===== src/rtl/mul16_seq_pkg.sv =====
// Shared constants and types for the sequential 16x16 multiplier.
package mul16_seq_pkg;

    localparam int WORD     = 16;
    localparam int MUL_ITER = 16;
    localparam int CNT_W    = 4;

    localparam logic [1:0] S_IDLE = 2'd0;
    localparam logic [1:0] S_RUN  = 2'd1;
    localparam logic [1:0] S_DONE = 2'd2;

    typedef struct packed {
        logic [WORD-1:0] hi;
        logic [WORD-1:0] lo;
    } product_t;

endpackage


===== src/rtl/mul16_seq_if.sv =====
// Request/result bundle between the datapath sequencer and the multiplier.
interface mul16_seq_if;
    import mul16_seq_pkg::*;

    logic            start;
    logic [WORD-1:0] x;
    logic [WORD-1:0] y;
    logic            busy;
    logic            done;
    logic [WORD-1:0] product_lo;
    logic [WORD-1:0] product_hi;
    logic            ovf;

    modport master (
        output start, x, y,
        input  busy, done, product_lo, product_hi, ovf
    );

    modport slave (
        input  start, x, y,
        output busy, done, product_lo, product_hi, ovf
    );

endinterface


===== src/rtl/mul16_seq_add16.sv =====
// Add16: 16-bit adder with carry-in and carry-out, the shared HACK partial-sum adder.
module mul16_seq_add16
    import mul16_seq_pkg::*;
(
    input  logic [WORD-1:0] a,
    input  logic [WORD-1:0] b,
    input  logic            cin,
    output logic [WORD-1:0] s,
    output logic            cout
);

    assign {cout, s} = {1'b0, a} + {1'b0, b} + {{WORD{1'b0}}, cin};

endmodule


===== src/rtl/mul16_seq.sv =====
// Sequential 16x16 unsigned shift-and-add multiplier, one partial-product add per cycle.
//
//   state  | meaning
//   -------+-------------------------------------------------------------
//   S_IDLE | no operation, waiting for start
//   S_RUN  | iterating, 16 cycles, busy high, start ignored
//   S_DONE | one cycle, done high, result valid, start accepted again
module mul16_seq
    import mul16_seq_pkg::*;
(
    input  logic       clk,
    input  logic       reset,
    mul16_seq_if.slave bus
);

    logic [1:0]        state;
    logic [WORD-1:0]   m;
    // The 33rd accumulator bit is zero after every shift, so only 32 bits are kept.
    logic [2*WORD-1:0] p;
    logic [CNT_W-1:0]  cnt;
    product_t          result;
    logic              ovf_q;

    logic              accept;
    logic              last;
    logic [WORD-1:0]   addend;
    logic [WORD-1:0]   sum;
    logic              carry;
    logic [2*WORD-1:0] p_next;

    assign accept = bus.start && ((state == S_IDLE) || (state == S_DONE));
    assign last   = (cnt == CNT_W'(MUL_ITER - 1));
    assign addend = p[0] ? m : '0;

    mul16_seq_add16 u_add16 (
        .a    (p[2*WORD-1:WORD]),
        .b    (addend),
        .cin  (1'b0),
        .s    (sum),
        .cout (carry)
    );

    // Carry out of the add lands in bit 31 so wide products are never truncated.
    assign p_next = {carry, sum, p[WORD-1:1]};

    // Control sequencing: accept, iterate 16 times, present result for one cycle.
    always_ff @(posedge clk or posedge reset) begin
        if (reset) begin
            state <= S_IDLE;
        end else begin
            case (state)
                S_IDLE:  state <= accept ? S_RUN : S_IDLE;
                S_RUN:   state <= last ? S_DONE : S_RUN;
                S_DONE:  state <= accept ? S_RUN : S_IDLE;
                default: state <= S_IDLE;
            endcase
        end
    end

    // Operand capture and accumulator shift; untouched outside accept and RUN.
    always_ff @(posedge clk or posedge reset) begin
        if (reset) begin
            m   <= '0;
            p   <= '0;
            cnt <= '0;
        end else if (accept) begin
            m   <= bus.x;
            p   <= {{WORD{1'b0}}, bus.y};
            cnt <= '0;
        end else if (state == S_RUN) begin
            p   <= p_next;
            cnt <= cnt + 1'b1;
        end
    end

    // Result registers change only on the final iteration edge.
    always_ff @(posedge clk or posedge reset) begin
        if (reset) begin
            result <= '0;
            ovf_q  <= 1'b0;
        end else if ((state == S_RUN) && last) begin
            result <= p_next;
            ovf_q  <= |p_next[2*WORD-1:WORD];
        end
    end

    assign bus.busy       = (state == S_RUN);
    assign bus.done       = (state == S_DONE);
    assign bus.product_lo = result.lo;
    assign bus.product_hi = result.hi;
    assign bus.ovf        = ovf_q;

endmodule

===== src/flat_wrapper.sv =====
// flat-port wrapper written by rule: the top's interface ports become plain ports
module mul16_seq_flat import mul16_seq_pkg::*;
  (clk, reset, bus_start, bus_x, bus_y, bus_busy, bus_done, bus_product_lo, bus_product_hi, bus_ovf);
  mul16_seq_if bus_i ();
  input  logic clk;
  input  logic reset;
  input wire logic [$bits(bus_i.start)-1:0] bus_start;
  input wire logic [$bits(bus_i.x)-1:0] bus_x;
  input wire logic [$bits(bus_i.y)-1:0] bus_y;
  output wire logic [$bits(bus_i.busy)-1:0] bus_busy;
  output wire logic [$bits(bus_i.done)-1:0] bus_done;
  output wire logic [$bits(bus_i.product_lo)-1:0] bus_product_lo;
  output wire logic [$bits(bus_i.product_hi)-1:0] bus_product_hi;
  output wire logic [$bits(bus_i.ovf)-1:0] bus_ovf;
  assign bus_i.start = bus_start;
  assign bus_i.x = bus_x;
  assign bus_i.y = bus_y;
  assign bus_busy = bus_i.busy;
  assign bus_done = bus_i.done;
  assign bus_product_lo = bus_i.product_lo;
  assign bus_product_hi = bus_i.product_hi;
  assign bus_ovf = bus_i.ovf;
  mul16_seq u_core (.clk(clk), .reset(reset), .bus(bus_i));
endmodule

===== config.mk =====
export PLATFORM = sky130hd
export DESIGN_NAME = mul16_seq_flat
export DESIGN_NICKNAME = d
export VERILOG_FILES = /design/src/rtl/mul16_seq_pkg.sv /design/src/rtl/mul16_seq_if.sv /design/src/rtl/mul16_seq_add16.sv /design/src/rtl/mul16_seq.sv /design/src/flat_wrapper.sv
export SDC_FILE = /design/constraint.sdc
export NUM_CORES = 1
export LEC_CHECK = 0
export BUFFER_PORTS_ARGS = -buffer_cell sky130_fd_sc_hd__buf_4
export CELL_PAD_IN_SITES_DETAIL_PLACEMENT = 0
export CELL_PAD_IN_SITES_GLOBAL_PLACEMENT = 1
export CORE_MARGIN = 10
export CORE_UTILIZATION = 39
export DETAILED_ROUTE_END_ITERATION = 10
export PLACE_DENSITY = 0.75
export SLEW_MARGIN = 20
export SYNTH_ARGS = -nofsm -noshare
export SYNTH_HDL_FRONTEND = slang
export SYNTH_SLANG_ARGS = --single-unit

===== constraint.sdc =====
create_clock -name clk -period 2.9 [get_ports clk]
set_input_delay 0.145 -clock clk [delete_from_list [all_inputs] [get_ports clk]]
set_output_delay 0.145 -clock clk [all_outputs]
set_load 0.005 [all_outputs]

==> results of run 1 <==
kinds of logic after synthesis:
| logic type | after synthesis |
|---|---|
| XOR/XNOR | 6 |
| AND/OR/NAND/NOR | 197 |
| buffers and inverters | 31 |
| AO/OA/AOI/OAI | 98 |
| adder cells (fa/ha/maj) | 18 |
| flip-flops | 87 |
| multiplexers | 18 |
worst max-delay path: stages, from the launching register on:
cell and delay, ps:
dfrtp_2 460, buf_4 160, and2_1 130, ha_2 340, a2111oi_4 350, o21a_1 280
o211ai_1 160, nor4b_1 280, nand4_1 160, nor4_2 310, a21oi_1 90
final cells by class:
class | count | share of cell area, %
clock inverter | 7 | 1.44
tap | 140 | 3.10
timing repair buffer | 96 | 13.1
multi-input combinational | 337 | 39.4
clock buffer | 9 | 3.98
inverter | 7 | 0.487
sequential | 87 | 38.5
flip-flops by register name, indices dropped and copies added (netlist names):
| name | flops |
|---|---|
| u_core.bus.product_lo | 16 |
| u_core.m | 16 |
| u_core.bus.product_hi | 16 |
| u_core.cnt | 4 |
| u_core.p | 32 |
| u_core.bus.ovf | 1 |
| u_core.state | 2 |
final timing paths:
kind                                                              end  slack, ps  cells past startpoint
min in group asynchronous       u_core.bus.product_lo[10]$_DFFE_PP0P_        480                      3
worst max register to register             u_core.bus.ovf$_DFFE_PP0P_         60                     10
worst min register to register  u_core.bus.product_lo[11]$_DFFE_PP0P_        480                      2
max in group asynchronous        u_core.bus.product_lo[5]$_DFFE_PP0P_       1710                      4
worst max-delay path                       u_core.bus.ovf$_DFFE_PP0P_         60                     10
worst min-delay path                          u_core.m[4]$_DFFE_PP0P_         20                      2
stage by stage:
step | setup WS [ps] | util, %
after floorplan | 216 | -
after global placement | 32.5 | 47.2
after detailed placement | -12.8 | 47.2
after CTS | 16.4 | 50.2
after global routing | -62.5 | 51.7
final | 64.8 | 51.7
timing repair:
action                     in CTS  in global routing
pin swaps                       0                 16
hold buffers                    1                  0
setup endpoints to repair       1                  3
gates cloned                    0                  0
setup buffers                   0                  3
hold endpoints to repair       43                  0
gates resized for setup         2                 29
routing by layer:
metal / part of all wire [%] / up-vias / global-route usage [%] / routed length, um
met5: 0 / - / 0 / 0
met4: 2.4 / 0 / 6.56 / 289
met3: 8.0 / 23 / 5.79 / 945
met2: 45 / 94 / 22.2 / 5300
met1: 45 / 1772 / 17.9 / 5280
li1: - / 1760 / - / -
layout by cell type, fill, tap and decap left out, types with 5 or more instances in the layout:
| cell type | netlist | routed |
|---|---|---|
| nand2_1 | 129 | 129 |
| buf_4 | 1 | 92 |
| dfrtp_1 | 87 | 86 |
| mux2_2 | 17 | 17 |
| a22oi_1 | 16 | 16 |
| and2_1 | 17 | 16 |
| a22o_1 | 14 | 14 |
| o21ai_0 | 18 | 14 |
| nor2_1 | 14 | 13 |
| a21oi_1 | 12 | 12 |
| ha_1 | 17 | 11 |
| clkbuf_16 | 0 | 9 |
| a21o_1 | 7 | 7 |
| xor2_1 | 5 | 5 |
| o21ai_1 | 2 | 5 |
| inv_1 | 6 | 5 |
| nand3_1 | 5 | 5 |
power by group:
part / internal, mW / switching (mW)
Combinational: 1.86 / 2.02
Clock: 0.680 / 0.523
Sequential: 1.77 / 0.369
Total: 4.31 / 2.91
==> impl_metrics.tcl, run 1 <==
set metrics [dict create \
    outcome "complete, no violations" \
    netlist_top_cells_count "nand2_1, dfrtp_1, clkbuf_1" \
    grtUsageTotal_pct 14.6 \
    placed_area_um2 5160 \
    numCtsBuffers 9 \
    ios 70 \
    postRouteAntennaNets 0 \
    r2r_start "u_core.p[0]$_DFFE_PP0P_" \
    wl_per_cell_um 17.3 \
    p_per_area_nw_per_um2 1280 \
    yosysWarningCount 0 \
    yosysSeqAreaShare_pct 49.7 \
    yosysTopAreaCell "dfrtp_1" \
    rows 38 \
    synthesis.area_um2 4380 \
    port_buffers 69 \
    cp_max_fo 9 \
    cp-end-kind "register" \
    synth_compound_area_share_pct 16.0 \
    drt_first_pass_iters 4 \
    fin_crit_ps 2840 \
    fillers 1044 \
    wirelength_mm 11.8 \
    cp-startpoint "u_core.p[0]$_DFFE_PP0P_" \
    cp.required_ps 3130 \
    synth_cells 455 \
    synthXorXnorAreaFrac_pct 1.20 \
    clk_latency_ps 350 \
    synth_cell_types 55 \
    drv_slew 0 \
    synth_area_leaders "dfrtp_1, nand2_1, ha_1" \
    grt_pass1_wl_mm 19.0 \
    max_freq_mhz 353 \
    drc 0 \
    peakVddDrop_v 0.000547 \
    synth_fa_ha_area_share_pct 5.31 \
    vias_per_cell 5.34 \
    synth_async_sr_flop_share_pct 100 \
    hold_viol 0 \
    fin_cells 683 \
    synth_seq_cells 87 \
    grt-ovfl-total 0 \
    skew_ps 9.59 \
    die_area_um2 15900 \
    dp.cells 663 \
    worst_pin_slew_ps 788 \
    synthMuxAreaShare_pct 4.60 \
    yosys_most_used_dff "dfrtp_1" \
    arrival_ps 3060 \
    antenna_found_initial 0 \
    synth_nets 508 \
    regArea_um2 2180 \
    core-area_um2 10900 \
    worstHoldPathType "in -> reg" \
    place_congestion 0.950 \
    synth.most_common_cell "nand2_1" \
    clk_pin_slew_ps 70 \
    areaGrowthSynthToFinish_pct 29.1 \
    drv_cap 0 \
    cts_tree "yes" \
    die_w_um 126 \
    cts_num_sinks 87 \
    multi_input_area_um2 2230 \
    drive_gt1_share_pct 29.3 \
    synth-edff-count 0 \
    hp-start "bus_x[4]" \
    period_share_pct 97.8 \
    leakagePower_nw 2.79 \
    die_h_um 126 \
    fin_hold_ws_ps 21.1 \
    insertedDiodeCount 0 \
    synth_top_cell_area_share_pct 49.7 \
    grt_max_degree 45 \
    postLayoutCellArea_um2 5660 \
    start_util_pct 40.1 \
    dpl.hpwl_mm 8.34 \
    cts_root_buffer "clkbuf_16" \
    grt_pass1_vias 3717 \
    relSlewSlack_pct 47.4 \
    synth_top_family_by_area "simple AND/OR/NAND/NOR gates" \
    synth-simple-area-share_pct 20.3 \
    avgSynthCellArea_um2 9.63 \
    cts.path.max_buffers 2 \
    startpoint_type "register" \
    critPathKind "reg -> reg" \
    design_power_total_mw 7.22 \
    setup_tns_ps 0 \
    drtIter0Drc 168 \
    num_vias 3649 \
    nets 591 \
    htree_num_levels 3 \
    setup_violations 0 \
]
Power figures use the tool's default switching activity.
==> run 2, diff against run 1 <==
- SETUP_SLACK_MARGIN: default -> 0.2
- clock period: 2.9 -> 2.3 ns (I/O delays scaled with it)
==> run 2 against run 1 <==
Effect of this change:
- cell count grew 8.2%
- sequential share of layout area shrank 4.6 points
- global-route usage grew 1.3 points
- the flow now finishes with violations (setup timing)
- critical path depth grew 2
- highest routed layer unchanged
==> impl_metrics.tcl, run 2 (synthesis gave the netlist of run 1 again) <==
set metrics [dict create \
    grt_pass1_vias 4036 \
    max_freq_mhz 368 \
    dpl_worst_slack_ps -539 \
    grt_pass1_wl_mm 21.0 \
    cp_max_fo 6 \
    relSlewSlack_pct 53.4 \
    arrival_ps 2930 \
    startpoint_type "register" \
    antenna_found_initial 0 \
    fin_crit_ps 2720 \
    skew_ps 7.05 \
    ios 70 \
    dpl.hpwl_mm 9.05 \
    num_vias 3824 \
    core-area_um2 10900 \
    numCtsBuffers 9 \
    die_w_um 126 \
    peakVddDrop_v 0.000655 \
    clk_pin_slew_ps 70 \
    p_per_area_nw_per_um2 1680 \
    die_h_um 126 \
    worst_pin_slew_ps 698 \
    grt_max_degree 36 \
    largest_register "u_core.p" \
    worstHoldPathType "in -> reg" \
    grtUsageTotal_pct 15.9 \
    htree_num_levels 3 \
    areaGrowthSynthToFinish_pct 46.4 \
    hold_viol 0 \
    place_congestion 0.877 \
    largest_reg_flops 32 \
    vias_per_cell 5.17 \
    postRouteAntennaNets 0 \
    fin_hold_ws_ps 5.90 \
    period_share_pct 118 \
    postLayoutCellArea_um2 6420 \
    drive_gt1_share_pct 40.6 \
    cts_tree "yes" \
    mostFrequentLayoutCells "buf_4, nand2_1, dfrtp_1, mux2_2, a22oi_1" \
    setup_violations 19 \
    cts.path.max_buffers 2 \
    post-route-util_pct 58.7 \
    outcome "finished, violations left" \
    clk_latency_ps 340 \
    drtIter0Drc 140 \
    fillers 954 \
    grt-ovfl-total 0 \
    cp-end-kind "register" \
    violations "setup timing" \
    rsz0062_at_grt "yes" \
    insertedDiodeCount 0 \
    start_util_pct 40.1 \
    wl_per_cell_um 17.2 \
    port_buffers 69 \
    wirelength_mm 12.7 \
    drc 0 \
    rows 38 \
    cts_num_sinks 87 \
    placed_area_um2 5580 \
    final_common_cell "buf_4" \
    drv_slew 0 \
    cp.required_ps 2510 \
    design_power_total_mw 10.8 \
    critPathKind "reg -> reg" \
    drt_first_pass_iters 4 \
    worst_slack_ps -420 \
    nets 647 \
    cts_root_buffer "clkbuf_16" \
    drv_cap 0 \
    die_area_um2 15900 \
    leakagePower_nw 3.13 \
]
run 2: power breakdown:
part	switching, mW	internal (mW)
Sequential	0.501	2.23
Clock	0.639	0.876
Combinational	3.05	3.45
Total	4.19	6.56
run 2: metal layers:
layer / share of wire [%] / vias to the layer above / track usage [%]
li1: - / 1870 / -
met1: 46 / 1872 / 20.2
met2: 49 / 70 / 26.4
met3: 3.8 / 12 / 3.69
met4: 1.3 / 0 / 4.55
met5: 0 / - / 0
run 2: layout make-up:
cell class                 instances  area, um2  share of cell area [%]
clock inverter                     6       65.1                    1.01
multi-input combinational        337       2490                    38.8
inverter                           7       30.0                   0.468
clock buffer                      10        239                    3.72
sequential                        87       2180                    33.9
tap                              140        175                    2.73
timing repair buffer             152       1240                    19.3
run 2: per-stage QoR:
stage	std cells	TNS (ps)
floorplan	455	-684
global placement	706	-3500
detailed placement	706	-3800
CTS	736	-2620
global route	739	-5050
finish	739	-2950
run 2: worst max-delay path, stage by stage (launching register included):
cell      delay, ps
dfrtp_2         450
buf_6           150
buf_6           100
and2_4          130
ha_4            240
buf_6           130
a211oi_4        270
o21a_1          180
nor3_1           70
nor4b_2         330
nand4_1         190
nor4_2          250
a21oi_1         110
run 2: final timing paths:
kind / from / end / slack, ps / cells past startpoint
min in group asynchronous: reset / u_core.p[4]$_DFFE_PP0P_ / 450 / 3
min: bus_y[14] / u_core.p[14]$_DFFE_PP0P_ / 6 / 3
max: u_core.p[0]$_DFFE_PP0P_ / u_core.bus.ovf$_DFFE_PP0P_ / -420 / 12
max in group asynchronous: reset / u_core.bus.product_hi[14]$_DFFE_PP0P_ / 1260 / 4
min reg2reg: u_core.bus.product_hi[4]$_DFFE_PP0P_ / u_core.bus.product_hi[4]$_DFFE_PP0P_ / 470 / 2
max reg2reg: u_core.p[0]$_DFFE_PP0P_ / u_core.bus.ovf$_DFFE_PP0P_ / -420 / 12
run 2: what timing repair did:
action | in CTS | in global routing
hold buffers | 7 | 0
buffers inserted | 7 | 3
resized for setup | 52 | 33
pin swaps | 15 | 23
cloned | 0 | 0
endpoints found under the hold margin | 34 | 0
setup endpoints to repair | 28 | 35
